===== src/rtl/csv_acc_stage.sv =====
// csv_acc_stage: accumulates a frame of unsigned operands into a carry-save
// (S, C) pair using one 3:2 compression per accepted beat. It presents the
// pair as XS/XC with an overflow flag through a valid/ready handshake.
// Optional build macro CSV_ACC_SKID_EN lets a new frame's first beat be
// accepted in the same cycle the previous result is handed off. Without it,
// one bubble cycle separates frames.
module csv_acc_stage #(
  parameter int widthX   = 8,
  parameter int widthA   = 8,
  parameter int maxBeats = 4
) (
  input  logic                         clk_i,
  input  logic                         rst_i,
  input  logic                         in_valid_i,
  output logic                         in_ready_o,
  input  logic [widthA-1:0]            in_data_i,
  input  logic                         in_last_i,
  output logic                         out_valid_o,
  input  logic                         out_ready_i,
  output logic [widthX-1:0]            XS_o,
  output logic [widthX-1:0]            XC_o,
  output logic                         out_ovf_o,
  output logic [$clog2(maxBeats+1)-1:0] out_beats_o
);

  localparam int CW = $clog2(maxBeats + 1);
  localparam logic [CW-1:0] MAX_CNT = CW'(maxBeats);

  typedef enum logic {ACC, HOLD} state_e;

  state_e            state_q, state_d;
  logic [widthX-1:0] s_q, s_d, c_q, c_d;
  logic [CW-1:0]     cnt_q, cnt_d;
  logic              sticky_q, sticky_d, ovf_q, ovf_d;

  logic [widthX-1:0] a_ext, s_acc, c_acc, maj, wrap_sum;
  logic [CW-1:0]     cnt_inc;
  logic              sticky_acc, close_acc, carry_out;
  logic              in_accept, out_accept;

  // In HOLD, the skid build hands the input port to the downstream ready.
`ifdef CSV_ACC_SKID_EN
  assign in_ready_o = (state_q == ACC) ? 1'b1 : out_ready_i;
`else
  assign in_ready_o = (state_q == ACC);
`endif
  assign out_valid_o = (state_q == HOLD);
  assign in_accept   = in_valid_i & in_ready_o;
  assign out_accept  = out_valid_o & out_ready_i;

  assign XS_o        = s_q;
  assign XC_o        = c_q;
  assign out_ovf_o   = ovf_q;
  assign out_beats_o = cnt_q;

  // One 3:2 compression of (S, C, A), plus the close condition and the
  // carry-out of the resulting pair's full-width sum.
  always_comb begin
    a_ext      = widthX'(in_data_i);
    s_acc      = s_q ^ c_q ^ a_ext;
    maj        = (s_q & c_q) | (s_q & a_ext) | (c_q & a_ext);
    c_acc      = maj << 1;
    sticky_acc = sticky_q | maj[widthX-1];
    cnt_inc    = cnt_q + CW'(1);
    close_acc  = in_last_i | (cnt_inc == MAX_CNT);
    wrap_sum   = s_acc + c_acc;
    carry_out  = (wrap_sum < s_acc);
  end

  // Next-state logic for the ACC/HOLD controller and the accumulator datapath.
  always_comb begin
    state_d  = state_q;
    s_d      = s_q;
    c_d      = c_q;
    cnt_d    = cnt_q;
    sticky_d = sticky_q;
    ovf_d    = ovf_q;
    case (state_q)
      ACC: begin
        if (in_accept) begin
          s_d      = s_acc;
          c_d      = c_acc;
          sticky_d = sticky_acc;
          cnt_d    = cnt_inc;
          if (close_acc) begin
            ovf_d   = sticky_acc | carry_out;
            state_d = HOLD;
          end
        end
      end
      HOLD: begin
        if (out_accept) begin
          s_d      = '0;
          c_d      = '0;
          cnt_d    = '0;
          sticky_d = 1'b0;
          ovf_d    = 1'b0;
          state_d  = ACC;
`ifdef CSV_ACC_SKID_EN
          if (in_accept) begin
            s_d   = a_ext;
            cnt_d = CW'(1);
            if (in_last_i || (MAX_CNT == CW'(1))) begin
              state_d = HOLD;
            end
          end
`endif
        end
      end
      default: state_d = ACC;
    endcase
  end

  // State and datapath registers; reset discards any partial frame.
  always_ff @(posedge clk_i or posedge rst_i) begin
    if (rst_i) begin
      state_q  <= ACC;
      s_q      <= '0;
      c_q      <= '0;
      cnt_q    <= '0;
      sticky_q <= 1'b0;
      ovf_q    <= 1'b0;
    end else begin
      state_q  <= state_d;
      s_q      <= s_d;
      c_q      <= c_d;
      cnt_q    <= cnt_d;
      sticky_q <= sticky_d;
      ovf_q    <= ovf_d;
    end
  end

endmodule

===== config.mk =====
export PLATFORM = sky130hd
export DESIGN_NAME = csv_acc_stage
export DESIGN_NICKNAME = d
export VERILOG_FILES = /design/src/rtl/csv_acc_stage.sv
export SDC_FILE = /design/constraint.sdc
export NUM_CORES = 1
export LEC_CHECK = 0
export CORE_ASPECT_RATIO = 0.75
export CORE_UTILIZATION = 41
export DETAILED_ROUTE_END_ITERATION = 10
export GPL_TIMING_DRIVEN = 0
export PLACE_DENSITY_LB_ADDON = 0.05
export SETUP_SLACK_MARGIN = 0.02
export SYNTH_ARGS = -nofsm -noshare
export SYNTH_HDL_FRONTEND = slang
export SYNTH_SLANG_ARGS = --single-unit

===== constraint.sdc =====
create_clock -name clk_i -period 3.5 [get_ports clk_i]
set_clock_uncertainty 0.2 [all_clocks]
set_input_delay 1.05 -clock clk_i [delete_from_list [all_inputs] [get_ports clk_i]]
set_output_delay 1.05 -clock clk_i [all_outputs]
set_load 0.01 [all_outputs]

==> summary.txt <==
Floorplan
  • Initial Util: 45.19%
  • Core Area: 3084 um^2
  • Site Rows: 17
  • Die height: 52.50 um
  • Die ar.: 3639 um^2
  • Chip width: 69.33 um
  • I/O pin count: 35

Clocking
  • H-tree depth: 1
  • Clk sinks: 21
  • Cts hold-fix bufs: 0
  • Clock root buffer master: clkbuf_8
  • Skew-Pair Late Insertion Delay: 0.26 ns
  • Cts bufs inserted: 3
  • TritonCTS clock tree: yes
  • Clock Pin Slew Worst Setup and Hold Paths: 0.08 ns
  • Deepest clock path buffer count: 2

Min path
  • Hold path depth: 2
  • Hold path startpoint: XC_o[2]
  • Hold WC Path Type: reg -> reg
  • Hold EP: XC_o[2]

Final layout
  • Layout cells sized above 1: 18.48%
  • Fin nets: 218
  • Post-route cell area: 1979 um^2
  • Diodes inserted: 0
  • Area delta synth->final: 42.01%

Setup path
  • Reg2reg end: out_ovf_o
  • CP Launch Type: input pin
  • Crit. End Element: register
  • Crit path max fanout: 3
  • Crit path DAT: 3.64 ns
  • R2R Setup Slk: 0.21 ns
  • Worst R2R Path Depth: 13
  • Reg-to-Reg Start: XS_o[3]
  • Setup Crit Path Kind: in -> reg
  • CP required: 3.43 ns

Routing
  • Total routed wirelength: 3301 um
  • DR DRC count: 0
  • DR WL/cell: 14.87 um
  • Starting DRT DRC Count: 27
  • Antenna-violating nets left: 0
  • Vias: 1128
  • Vias per cell: 5.081
  • First-pass detailed-route iteration total: 4

Placed design
  • Dpl ws: -1.021 ns
  • Final HPWL DP: 2238 um
  • DP Area: 1787 um^2
  • GP Congestion: 0.8133
  • IO buf count: 33

Synth
  • Register bit total from synthesis: 21
  • Most common cell in the synthesized netlist: dfrtp_1
  • Synth unique cells: 30
  • Post-synth EDFFs: 0
  • Syn Nets: 173
  • Area leader, netlist: dfrtp_1
  • Area contributors post-synth: dfrtp_1, ha_1, fa_1
  • Mapped Area: 1394 um^2
  • Avg Cell Area, Syn: 9.956 um^2
  • Ys flop type: dfrtp_1
  • Cells after Synth: 140
  • Yosys warnings: 0
  • Post-synth top area share: 37.70%
  • Commonest cells post-synth: dfrtp_1, inv_1, nand2_1, o21ai_0, ha_1
  • Sequential area share after synthesis: 37.70%
  • Ys async rst share: 100.0%

Power and ir drop
  • Leakage: 0.8767 nW
  • Pwr/cell area: 1284 nW/um^2
  • Worst VDD drop: 0.0005484 V

STA
  • RSZ-0062 raised after global routing: true
  • Highest Clock Rate: 269.4 MHz
  • # setup viols final: 1
  • Setup TNS: -0.2126 ns
  • Max Slew Vio Count: 0
  • Slew HR: 44.94%
  • Final min period: 3.713 ns
  • Period utilization: 106.1%
  • Worst-Margin Slew: 0.8250 ns
  • Final setup margin: -0.2126 ns
  • Final Hold Vio Count: 0

Run status
  • Status: finished, violations left
  • Failing checks: negative setup slack

Global route
  • GR Overflow Total: 0
  • First-pass GRT wire length: 5761 um
  • Largest net degree at the start of global routing: 22
  • Initial antenna violation count: 0
  • Global Route Usage Sum: 20.98%
  • Vias in the first global route: 1185

Run
  • Max-Cap Viols: 0
power breakdown:
part           internal (mW)  leakage (nW)  total [mW]  switching [mW]
clock network         0.0812        0.0228       0.162          0.0804
logic                   1.01         0.589        1.91           0.900
registers              0.354         0.265       0.466           0.112
logic make-up (layout without fill, tap and decap cells):
logic type | count (synthesis) | count (layout) | share of synthesized area [%]
fa+ha+maj | 20 | 20 | 21.72
xor+xnor | 8 | 8 | 5.027
buf+inv | 20 | 64 | 6.014
flops | 21 | 21 | 37.70
simple gates | 35 | 35 | 11.31
compound gates | 35 | 35 | 17.95
other cells | 1 | 1 | 0.2690
per-layer routing:
layer	up-vias	GRT usage, %	share of wire (%)
li1	561	-	-
met1	543	27.85	50
met2	22	35.44	46
met3	2	5.000	3.4
met4	0	4.082	0.42
met5	-	0	0
sequential cells by signal (all words and copies together), names as in the netlist:
register / cells
XC_o: 7
XS_o: 8
out_beats_o: 3
out_ovf_o: 1
out_valid_o: 1
sticky_q: 1
worst max-delay path, stage by stage:
cell             delay [ns]
clkdlybuf4s15_1        0.16
inv_1                  0.04
fa_2                   0.56
nor2b_4                0.06
ha_4                   0.16
nor3_2                 0.19
nor2_1                 0.08
o41a_1                 0.39
xnor2_1                0.14
ha_1                   0.34
buf_4                  0.13
nand4_1                0.09
o21ai_1                0.16
o211ai_1               0.10
cell type report:
| class | instances | area [um^2] |
|---|---|---|
| Buffer | 4 | 23.77 |
| Clock buffer | 4 | 45.04 |
| Sequential cell | 21 | 525.5 |
| Fill cell | 247 | 1105 |
| Tap cell | 38 | 47.55 |
| Inverter | 16 | 60.06 |
| Timing Repair Buffer | 40 | 377.9 |
| Multi-Input combinational cell | 99 | 899.6 |
repair_timing:
action                                  in CTS  in global routing
gates resized for setup                     26                  3
buffers inserted                             6                  1
endpoints found under the setup margin       1                  1
hold endpoints to repair                     0                  0
pin swaps                                   22                  3
per-stage QoR:
stage	util (%)	power (mW)	instances	hold WS [ns]
after CTS	63.49	2.430	221	0.3237
after floorplan	-	1.540	140	0.3216
after global placement	57.93	1.970	211	0.2927
final	64.18	2.541	222	0.3285
after detailed placement	57.93	2.001	211	0.3052
after global routing	64.18	2.782	222	0.3619
how the worst max path moves through the flow:
stage | start | to | slack (ns) | cells past startpoint
floorplan | in_data_i[3] | out_ovf_o | -0.31 | 13
global placement | in_data_i[2] | out_ovf_o | -0.96 | 13
detailed placement | in_data_i[2] | out_ovf_o | -1.02 | 13
CTS | in_data_i[3] | out_ovf_o | -0.20 | 14
global route | in_data_i[2] | out_ovf_o | -0.38 | 15
finish | in_data_i[1] | out_ovf_o | -0.21 | 14
cell usage in the layout, fill, tap and decap left out, types with 3 or more instances in the layout:
master	count
a22o_1	7
fa_2	3
a21oi_1	3
dfrtp_1	21
fa_1	4
clkbuf_8	3
nand2_1	15
xnor2_1	6
buf_4	9
ha_1	7
o21ai_0	15
clkdlybuf4s50_1	29
inv_1	16
ha_4	4
nor2_1	10
Note: power is estimated with default switching activity, not from simulation.
